**src/rtl/uart_cmd_pkg.sv**
```systemverilog
// Shared types and default protocol codes for the UART command sequencer.
package uart_cmd_pkg;

  typedef enum logic [2:0] {
    IDLE     = 3'd0,
    GET_ADDR = 3'd1,
    GET_DATA = 3'd2,
    GET_CHK  = 3'd3,
    EXEC     = 3'd4,
    RD_WAIT  = 3'd5,
    SEND     = 3'd6
  } state_t;

  localparam logic [7:0] SYNC_DEFAULT = 8'h55;
  localparam logic [7:0] ACK_DEFAULT  = 8'h06;
  localparam logic [7:0] NAK_DEFAULT  = 8'h15;

endpackage

```
**src/rtl/uart_cmd_ctrl_rx_byte_fetch.sv**
```systemverilog
// Consumes one byte per rx_valid assertion; the ack and the byte strobe share a cycle.
module rx_byte_fetch (
  input  logic       clk,
  input  logic       rst,
  input  logic       active,
  input  logic [7:0] rx_data,
  input  logic       rx_valid,
  output logic       rx_ack,
  output logic       byte_strobe,
  output logic [7:0] byte_data
);

  logic       ack_pending_reg;
  logic       strobe_reg;
  logic [7:0] data_reg;
  logic       fetch;

  // ack_pending blocks a re-fetch while the receiver still holds the acked byte
  assign fetch = active && rx_valid && !ack_pending_reg;

  always_ff @(posedge clk or posedge rst) begin
    if (rst) begin
      ack_pending_reg <= 1'b0;
      strobe_reg      <= 1'b0;
      data_reg        <= 8'h00;
    end else begin
      strobe_reg <= fetch;
      if (fetch) begin
        ack_pending_reg <= 1'b1;
        data_reg        <= rx_data;
      end else if (!rx_valid) begin
        ack_pending_reg <= 1'b0;
      end
    end
  end

  assign rx_ack      = strobe_reg;
  assign byte_strobe = strobe_reg;
  assign byte_data   = data_reg;

endmodule

```
**src/rtl/uart_cmd_ctrl.sv**
```systemverilog
// Framed register-access command sequencer: SYNC, ADDR, DATA, CHK in; one response byte out.
module uart_cmd_ctrl
  import uart_cmd_pkg::*;
#(
  parameter logic [7:0] SYNC_BYTE = SYNC_DEFAULT,
  parameter int         TIMEOUT   = 50000,
  parameter logic [7:0] ACK_BYTE  = ACK_DEFAULT,
  parameter logic [7:0] NAK_BYTE  = NAK_DEFAULT
) (
  input  logic       clk,
  input  logic       rst,
  input  logic [7:0] rx_data,
  input  logic       rx_valid,
  output logic       rx_ack,
  output logic [6:0] reg_addr,
  output logic [7:0] reg_wdata,
  output logic       reg_we,
  output logic       reg_re,
  input  logic [7:0] reg_rdata,
  output logic [7:0] tx_data,
  output logic       tx_valid,
  input  logic       tx_ready,
  output logic [7:0] err_cnt,
  output logic       busy
);

  localparam int CW = $clog2(TIMEOUT + 1);

  state_t        state_reg, state_next;
  logic [7:0]    addr_reg, data_reg;
  logic [CW-1:0] to_cnt_reg;
  logic [7:0]    tx_data_next;
  logic          fetch_active, timed, timeout_hit, chk_ok;
  logic          byte_strobe, err_inc, load_cmd;
  logic [7:0]    byte_data;

  assign fetch_active = (state_reg == IDLE) || timed;
  assign timed        = (state_reg == GET_ADDR) || (state_reg == GET_DATA) || (state_reg == GET_CHK);
  // a fetched byte clears the counter, so it always takes priority over timeout
  assign timeout_hit  = timed && !byte_strobe && (to_cnt_reg == CW'(TIMEOUT - 1));
  assign chk_ok       = (byte_data == (SYNC_BYTE ^ addr_reg ^ data_reg));

  rx_byte_fetch u_fetch (
    .clk        (clk),
    .rst        (rst),
    .active     (fetch_active),
    .rx_data    (rx_data),
    .rx_valid   (rx_valid),
    .rx_ack     (rx_ack),
    .byte_strobe(byte_strobe),
    .byte_data  (byte_data)
  );

  always_comb begin
    state_next   = state_reg;
    tx_data_next = tx_data;
    err_inc      = 1'b0;
    load_cmd     = 1'b0;
    case (state_reg)
      IDLE:     if (byte_strobe && byte_data == SYNC_BYTE) state_next = GET_ADDR;
      GET_ADDR: if (byte_strobe) state_next = GET_DATA;
                else if (timeout_hit) begin state_next = IDLE; err_inc = 1'b1; end
      GET_DATA: if (byte_strobe) state_next = GET_CHK;
                else if (timeout_hit) begin state_next = IDLE; err_inc = 1'b1; end
      GET_CHK: begin
        if (byte_strobe) begin
          if (chk_ok) begin
            state_next = EXEC;
            load_cmd   = 1'b1;
          end else begin
            state_next   = SEND;
            tx_data_next = NAK_BYTE;
            err_inc      = 1'b1;
          end
        end else if (timeout_hit) begin
          state_next = IDLE;
          err_inc    = 1'b1;
        end
      end
      EXEC: begin
        if (addr_reg[7]) begin
          state_next = RD_WAIT;
        end else begin
          state_next   = SEND;
          tx_data_next = ACK_BYTE;
        end
      end
      RD_WAIT: begin
        state_next   = SEND;
        tx_data_next = reg_rdata;
      end
      SEND:    if (tx_ready) state_next = IDLE;
      default: state_next = IDLE;
    endcase
  end

  always_ff @(posedge clk or posedge rst) begin
    if (rst) begin
      state_reg  <= IDLE;
      addr_reg   <= 8'h00;
      data_reg   <= 8'h00;
      to_cnt_reg <= '0;
      reg_addr   <= 7'h00;
      reg_wdata  <= 8'h00;
      tx_data    <= 8'h00;
      err_cnt    <= 8'h00;
    end else begin
      state_reg <= state_next;
      tx_data   <= tx_data_next;
      if (state_reg == GET_ADDR && byte_strobe) addr_reg <= byte_data;
      if (state_reg == GET_DATA && byte_strobe) data_reg <= byte_data;
      // reg_addr/reg_wdata are loaded on EXEC entry and otherwise hold
      if (load_cmd) begin
        reg_addr  <= addr_reg[6:0];
        reg_wdata <= data_reg;
      end
      if (err_inc && err_cnt != 8'hFF) err_cnt <= err_cnt + 8'd1;
      if (!timed || byte_strobe || state_next != state_reg) to_cnt_reg <= '0;
      else                                                  to_cnt_reg <= to_cnt_reg + CW'(1);
    end
  end

  assign reg_we   = (state_reg == EXEC) && !addr_reg[7];
  assign reg_re   = (state_reg == EXEC) && addr_reg[7];
  assign tx_valid = (state_reg == SEND);
  assign busy     = (state_reg != IDLE);

endmodule

```
**config.mk**
```make
export PLATFORM = sky130hd
export DESIGN_NAME = uart_cmd_ctrl
export DESIGN_NICKNAME = d
export VERILOG_FILES = /design/src/rtl/uart_cmd_pkg.sv /design/src/rtl/uart_cmd_ctrl_rx_byte_fetch.sv /design/src/rtl/uart_cmd_ctrl.sv
export SDC_FILE = /design/constraint.sdc
export NUM_CORES = 1
export LEC_CHECK = 0
export CAP_MARGIN = 20
export CORE_AREA = 2 2 89 82
export CTS_CLUSTER_SIZE = 8
export DETAILED_ROUTE_END_ITERATION = 10
export DIE_AREA = 0 0 91 84
export PLACE_DENSITY = 0.78
export SLEW_MARGIN = 20
export SYNTH_ARGS = -nofsm -noshare
export SYNTH_HDL_FRONTEND = slang
export SYNTH_SLANG_ARGS = --single-unit
```
**constraint.sdc**
```tcl
create_clock -name clk -period 3.25 [get_ports clk]
set_input_delay 0.975 -clock clk [delete_from_list [all_inputs] [get_ports clk]]
set_output_delay 0.975 -clock clk [all_outputs]
set_load 0.05 [all_outputs]
```
==> results of run 1 <==
cells in the mapped netlist (all sizes together):
cell,n,area (um2)
and2,2,12.5
a21oi,10,50.1
xnor3,4,90.1
o22a,1,8.76
and4,1,8.76
or3,1,6.26
clkbuf,6,22.5
o21bai,2,15.0
a22o,4,35.0
a2bb2oi,2,17.5
buf,3,21.3
nor4bb,4,40.0
ha,2,25.0
nor4b,1,8.76
xnor2,9,78.8
o211ai,1,7.51
nor4,3,31.3
nor3b,2,15.0
o2111ai,2,23.8
and3,7,43.8
xor2,7,61.3
o21ai,7,38.8
nand4b,1,8.76
nor2,26,108
inv,10,37.5
nand4,3,18.8
a21boi,1,7.51
nor3,7,40.0
a31oi,1,6.26
mux2,42,473
o21a,1,7.51
nand2,15,56.3
nand3,10,50.1
nand2b,3,18.8
xor3,4,95.1
dfrtp,76,1900
final cells by class:
class                      count  area share (%)
inverter                      10           0.862
clock inverter                 6            2.01
sequential                    76            43.7
clock buffer                   9            2.85
tap                           93            2.67
multi-input combinational    186            34.6
timing repair buffer          57            13.3
worst paths after layout:
kind	from	end	slack (ns)	depth (start not counted)
max	state_reg[1]	reg_re	0.19	3
min	to_cnt_reg[0]	to_cnt_reg[0]	0.48	1
max reg2reg	addr_reg[7]	err_cnt[1]	0.88	5
min reg2reg	to_cnt_reg[0]	to_cnt_reg[0]	0.48	1
max in group asynchronous	rst	u_fetch.byte_data[0]	1.63	3
min in group asynchronous	rst	reg_addr[0]	0.95	2
layer usage:
metal | up-vias | track usage [%]
met5 | - | 0
met4 | 0 | 5.51
met3 | 7 | 4.97
met2 | 41 | 31.0
met1 | 1161 | 25.7
li1 | 1116 | -
cell families after synthesis:
group,count (synthesis)
AND/OR/NAND/NOR,86
buffers and inverters,19
multiplexers,42
AO/OA/AOI/OAI,32
XOR/XNOR,24
flip-flops,76
adder cells (fa/ha/maj),2
power by group:
part,internal (mW),switching [mW]
Sequential,1.16,0.245
Combinational,0.594,0.585
Clock,0.429,0.337
Total,2.18,1.17
critical path: cells and delay by family, from the launching register on:
kind | cells | cell delay (ns)
flip-flops | 1 | 0.50
AND/OR/NAND/NOR | 2 | 0.45
buffers and inverters | 1 | 0.80
through the flow:
step / hold slack (ns) / instance area (um2) / setup WS, ns / power (mW) / utilization [%]
finish: 0.483 / 4350 / 0.185 / 3.35 / 63.8
global route: 0.516 / 4350 / 0.0722 / 3.53 / 63.8
CTS: 0.489 / 4350 / 0.186 / 3.38 / 63.8
detailed placement: 0.478 / 4140 / 0.559 / 2.60 / 60.7
global placement: 0.466 / 4140 / 0.592 / 2.56 / 60.7
floorplan: 0.455 / 3490 / 0.337 / 2.27 / -
==> results.py, run 1 <==
metrics = {
    "synthesis": {
        "synth_seq_area_share_pct": 54.5,
        "synth-simple-area-share_pct": 13.4,
        "synth-xor-area-share_pct": 9.32,
        "postSynthNetCount": 303,
        "ys_seq_elements": 76,
        "synthesis_warnings": 0,
        "syn_avg_cell_area_um2": 12.4,
        "yosys.area_share.adder_pct": 0.717,
        "syn-instance-count": 281,
        "combinational_family_with_the_most_area_after_synthesis": "multiplexers",
        "synth.mux.area_fraction_pct": 13.5,
        "synth_compound_area_share_pct": 6.24,
        "syn-cell-area_mm2": 0.00349,
        "yosys.cell_types.count": 45,
    },
    "clock_network": {
        "clock_tree.buffer_depth": 2,
        "tritoncts": "done",
        "numClockSinks": 76,
        "postCtsSetupBuffers": 0,
        "holdBufCountCts": 0,
        "clock-root-buffer": "sky130_fd_sc_hd__clkbuf_8",
        "htree_levels": 3,
        "cts_buffers": 9,
        "clkLatencyLatePin_ns": 0.34,
        "register_clock_pin_slew_on_the_reported_worst_setup_and_hold_paths_ns": 0.08,
        "post_cts.resized_instances": 0,
    },
    "critical_path": {
        "startpoint_type": "flop",
        "timing.critical_path.cells": "nor2_1, and3_1, clkdlybuf4s50_1",
        "slowest_stage": "sky130_fd_sc_hd__clkdlybuf4s50_1",
        "setup.worst_path.end_class": "output port",
        "largest_fanout_of_any_net_on_the_critical_path": 12,
        "arrival_time_of_the_worst_setup_path_ns": 2.09,
        "crit_required_ns": 2.27,
        "timing.critical_path.slowest_cell_delay_ns": 0.80,
        "criticalPathCategory": "flop to output port",
    },
    "timing": {
        "layout_worst_path_cycle_share_pct": 94.3,
        "timing_max_transition_violations_final": 0,
        "final_hold_viol_count": 0,
        "finalSetupViolations": 0,
        "timing.final.crit_period_ns": 3.06,
        "totalNegativeSetupSlack_ns": 0,
        "clock.fmax_ghz": 0.326,
        "fin_skew_ns": 0.0106,
        "grt_setup_unrepaired": "false",
        "worst_slew_pin_slew_ns": 0.930,
        "slew_headroom_pct": 38.0,
    },
    "die": {
        "dieArea_mm2": 0.00764,
        "die_span_x_um": 91,
        "boundaryPins": 56,
        "initial_utilization_pct": 51.2,
        "num_rows": 29,
        "floorplan.core_area_mm2": 0.00682,
        "chipHeight_um": 84,
    },
    "final_layout": {
        "largest_register_ff_count": 16,
        "area.growth.synth_to_final_pct": 24.7,
        "layout_commonest_cell": "sky130_fd_sc_hd__dfrtp_1",
        "post_route_cells_drive_above_1_share_pct": 15.7,
        "seq_area_mm2": 0.00190,
        "stdcell_count": 437,
        "top_library_cells_by_usage_in_the_layout_fill_and_taps_aside": "76 x sky130_fd_sc_hd__dfrtp_1, 55 x sky130_fd_sc_hd__clkdlybuf4s50_1, 29 x sky130_fd_sc_hd__mux2_2",
        "area_of_combinational_cells_with_multiple_inputs_mm2": 0.00151,
        "layout.filler_cells": 562,
        "nNetsFinal": 362,
        "n_antenna_cell": 0,
    },
    "placed_design": {
        "numPortBuffers": 55,
        "dp.cells": 422,
        "dpl_wire_length_um": 4690,
        "place.gp.congestion": 0.883,
    },
    "global_routing": {
        "grt_start_max_net_pins": 58,
        "grt_pass1_vias": 2350,
        "first_pass_grt_wire_length_um": 11600,
        "grt_use_total_pct": 19.2,
        "globalRouteOverflowTotal": 0,
        "antenna_found_initial": 0,
    },
    "routing": {
        "met2_wirelength_um": 3280,
        "met3WireLength_um": 267,
        "route.final.wire_length_um": 6680,
        "detail_route.vias_per_cell": 5.32,
        "drt-initial-drc-count": 95,
        "post_detailed_route_count_of_antenna_violating_nets": 0,
        "avgRoutedWirePerCell_um": 15.3,
        "dr.max_layer_used": "met4",
        "dr_total_vias": 2325,
        "routedLengthMet1_um": 3070,
        "drt_drc_violations_left": 0,
        "firstDrtPassIters": 4,
    },
    "run": {
        "maxCapViolations": 0,
    },
    "pwr": {
        "power.density_mw_per_mm2": 769,
        "leakagePower_nw": 1.91,
        "worst_vdd_ir_uv": 506,
    },
    "run_status": {
        "outcome": "finished clean",
    },
    "worst_hold_path": {
        "hold_class": "flop to flop",
    },
}
No activity file was read; power rests on OpenSTA's default activity.
==> run 2: changes to the inputs <==
--- a/config.mk
+++ b/config.mk
@@ -6,11 +6,11 @@
 export NUM_CORES = 1
 export LEC_CHECK = 0
 export CAP_MARGIN = 20
-export CORE_AREA = 2 2 89 82
+export CORE_AREA = 2 2 96 89
 export CTS_CLUSTER_SIZE = 8
 export DETAILED_ROUTE_END_ITERATION = 10
-export DIE_AREA = 0 0 91 84
-export PLACE_DENSITY = 0.78
+export DIE_AREA = 0 0 98 91
+export PLACE_DENSITY = 0.68
 export SLEW_MARGIN = 20
 export SYNTH_ARGS = -nofsm -noshare
 export SYNTH_HDL_FRONTEND = slang
==> run 2 against run 1 <==
  * Clock skew is essentially flat
  * Non-clock buffer count grew 2
  * Flip-flop and latch count is the same
  * Fmax shrank 0.25%
  * Power shrank 3.2%
  * Utilization shrank 8.7 points
  * Sequential power is essentially flat
  * Final area shrank 0.29%
  * Largest cell class unchanged
  * Highest routed layer unchanged
==> results.py, run 2 (synthesis gave the netlist of run 1 again) <==
metrics = {
    "run_status": {
        "outcome": "finished clean",
    },
    "timing": {
        "fin_skew_ns": 0.0110,
        "layout_worst_path_cycle_share_pct": 94.5,
        "timing_max_transition_violations_final": 0,
        "clock.fmax_ghz": 0.325,
        "grt_setup_unrepaired": "false",
        "worst_slew_pin_slew_ns": 0.956,
        "final_critical_path_setup_slack_ns": 0.177,
        "slew_headroom_pct": 36.3,
        "final_hold_viol_count": 0,
        "finalSetupViolations": 0,
        "totalNegativeSetupSlack_ns": 0,
        "timing.final.crit_period_ns": 3.07,
    },
    "pwr": {
        "power.density_mw_per_mm2": 746,
        "leakagePower_nw": 1.90,
        "worst_vdd_ir_uv": 391,
        "sum_of_internal_switching_and_leakage_power_mw": 3.24,
    },
    "routing": {
        "dr_total_vias": 2308,
        "drt-initial-drc-count": 142,
        "avgRoutedWirePerCell_um": 15.1,
        "firstDrtPassIters": 4,
        "drt_drc_violations_left": 0,
        "post_detailed_route_count_of_antenna_violating_nets": 0,
        "detail_route.vias_per_cell": 5.17,
        "route.final.wire_length_um": 6730,
    },
    "critical_path": {
        "setup.worst_path.end_class": "output port",
        "criticalPathCategory": "flop to output port",
        "timing.critical_path.cells": "nor2_1, and3_1, clkdlybuf4s50_1",
        "startpoint_type": "flop",
        "largest_fanout_of_any_net_on_the_critical_path": 12,
        "slowest_stage": "sky130_fd_sc_hd__clkdlybuf4s50_1",
        "arrival_time_of_the_worst_setup_path_ns": 2.10,
        "timing.critical_path.slowest_cell_delay_ns": 0.80,
        "crit_required_ns": 2.27,
    },
    "placed_design": {
        "place_ws_ns": 0.562,
        "place.gp.congestion": 0.848,
        "dpl_wire_length_um": 4730,
        "place_area_mm2": 0.00416,
        "numPortBuffers": 55,
    },
    "final_layout": {
        "largest_register_ff_count": 16,
        "top_library_cells_by_usage_in_the_layout_fill_and_taps_aside": "76 x sky130_fd_sc_hd__dfrtp_1, 55 x sky130_fd_sc_hd__clkdlybuf4s50_1, 29 x sky130_fd_sc_hd__mux2_2",
        "area.growth.synth_to_final_pct": 24.3,
        "layout_commonest_cell": "sky130_fd_sc_hd__dfrtp_1",
        "design_area_mm2": 0.00434,
        "final_core_util_pct": 55.1,
        "post_route_cells_drive_above_1_share_pct": 16.1,
        "n_antenna_cell": 0,
        "nNetsFinal": 364,
    },
    "clock_network": {
        "holdBufCountCts": 0,
        "tritoncts": "done",
        "clkLatencyLatePin_ns": 0.35,
        "numClockSinks": 76,
        "clock-root-buffer": "sky130_fd_sc_hd__clkbuf_8",
        "register_clock_pin_slew_on_the_reported_worst_setup_and_hold_paths_ns": 0.08,
        "postCtsSetupBuffers": 0,
        "post_cts.resized_instances": 0,
        "cts_buffers": 9,
        "clock_tree.buffer_depth": 2,
        "htree_levels": 3,
    },
    "global_routing": {
        "grt_pass1_vias": 2315,
        "antenna_found_initial": 0,
        "grt_start_max_net_pins": 40,
        "grt_use_total_pct": 16.1,
        "globalRouteOverflowTotal": 0,
        "first_pass_grt_wire_length_um": 11500,
    },
    "worst_hold_path": {
        "hold_class": "flop to flop",
    },
    "die": {
        "floorplan.core_area_mm2": 0.00787,
        "initial_utilization_pct": 44.3,
        "dieArea_mm2": 0.00892,
        "die_span_x_um": 98,
        "boundaryPins": 56,
        "num_rows": 31,
        "chipHeight_um": 91,
    },
    "run": {
        "maxCapViolations": 0,
    },
}
run 2: per-stage QoR:
stage / std cells / hold slack (ns)
after floorplan: 281 / 0.455
after global routing: 446 / 0.513
final: 446 / 0.487
after detailed placement: 430 / 0.475
after global placement: 430 / 0.466
after CTS: 446 / 0.492
run 2: area by class of cell:
type                       count  area (um2)
clock buffer                  11         141
clock inverter                 5        35.0
fill                         659        3530
inverter                      10        37.5
multi-input combinational    186        1510
sequential                    76        1900
tap                           99         124
timing repair buffer          59         593
run 2: path summary, 6_finish.rpt:
check	start	to	slack, ns	cells after the start
setup / recovery	state_reg[1]	reg_re	0.18	3
hold / removal	reg_addr[6]	reg_addr[6]	0.49	1
setup reg to reg	state_reg[2]	err_cnt[1]	0.88	4
hold reg to reg	reg_addr[6]	reg_addr[6]	0.49	1
max in group asynchronous	rst	to_cnt_reg[0]	1.49	3
min in group asynchronous	rst	reg_wdata[0]	1.09	2
run 2: critical path: cells and delay by family (launching register included):
kind                   cells  cell delay (ns)
AND/OR/NAND/NOR            2             0.44
flip-flops                 1             0.50
buffers and inverters      1             0.80
run 2: layer usage:
metal | vias up | track usage, % | routed length, um
met5 | - | 0 | 0
met4 | 0 | 4.28 | 81
met3 | 8 | 5.85 | 296
met2 | 47 | 24.9 | 3190
met1 | 1143 | 21.7 | 3160
li1 | 1110 | - | -
run 2: where the power goes:
| part | switching, mW | internal [mW] |
|---|---|---|
| registers | 0.239 | 1.16 |
| logic | 0.590 | 0.596 |
| clock network | 0.356 | 0.301 |
| total | 1.18 | 2.05 |
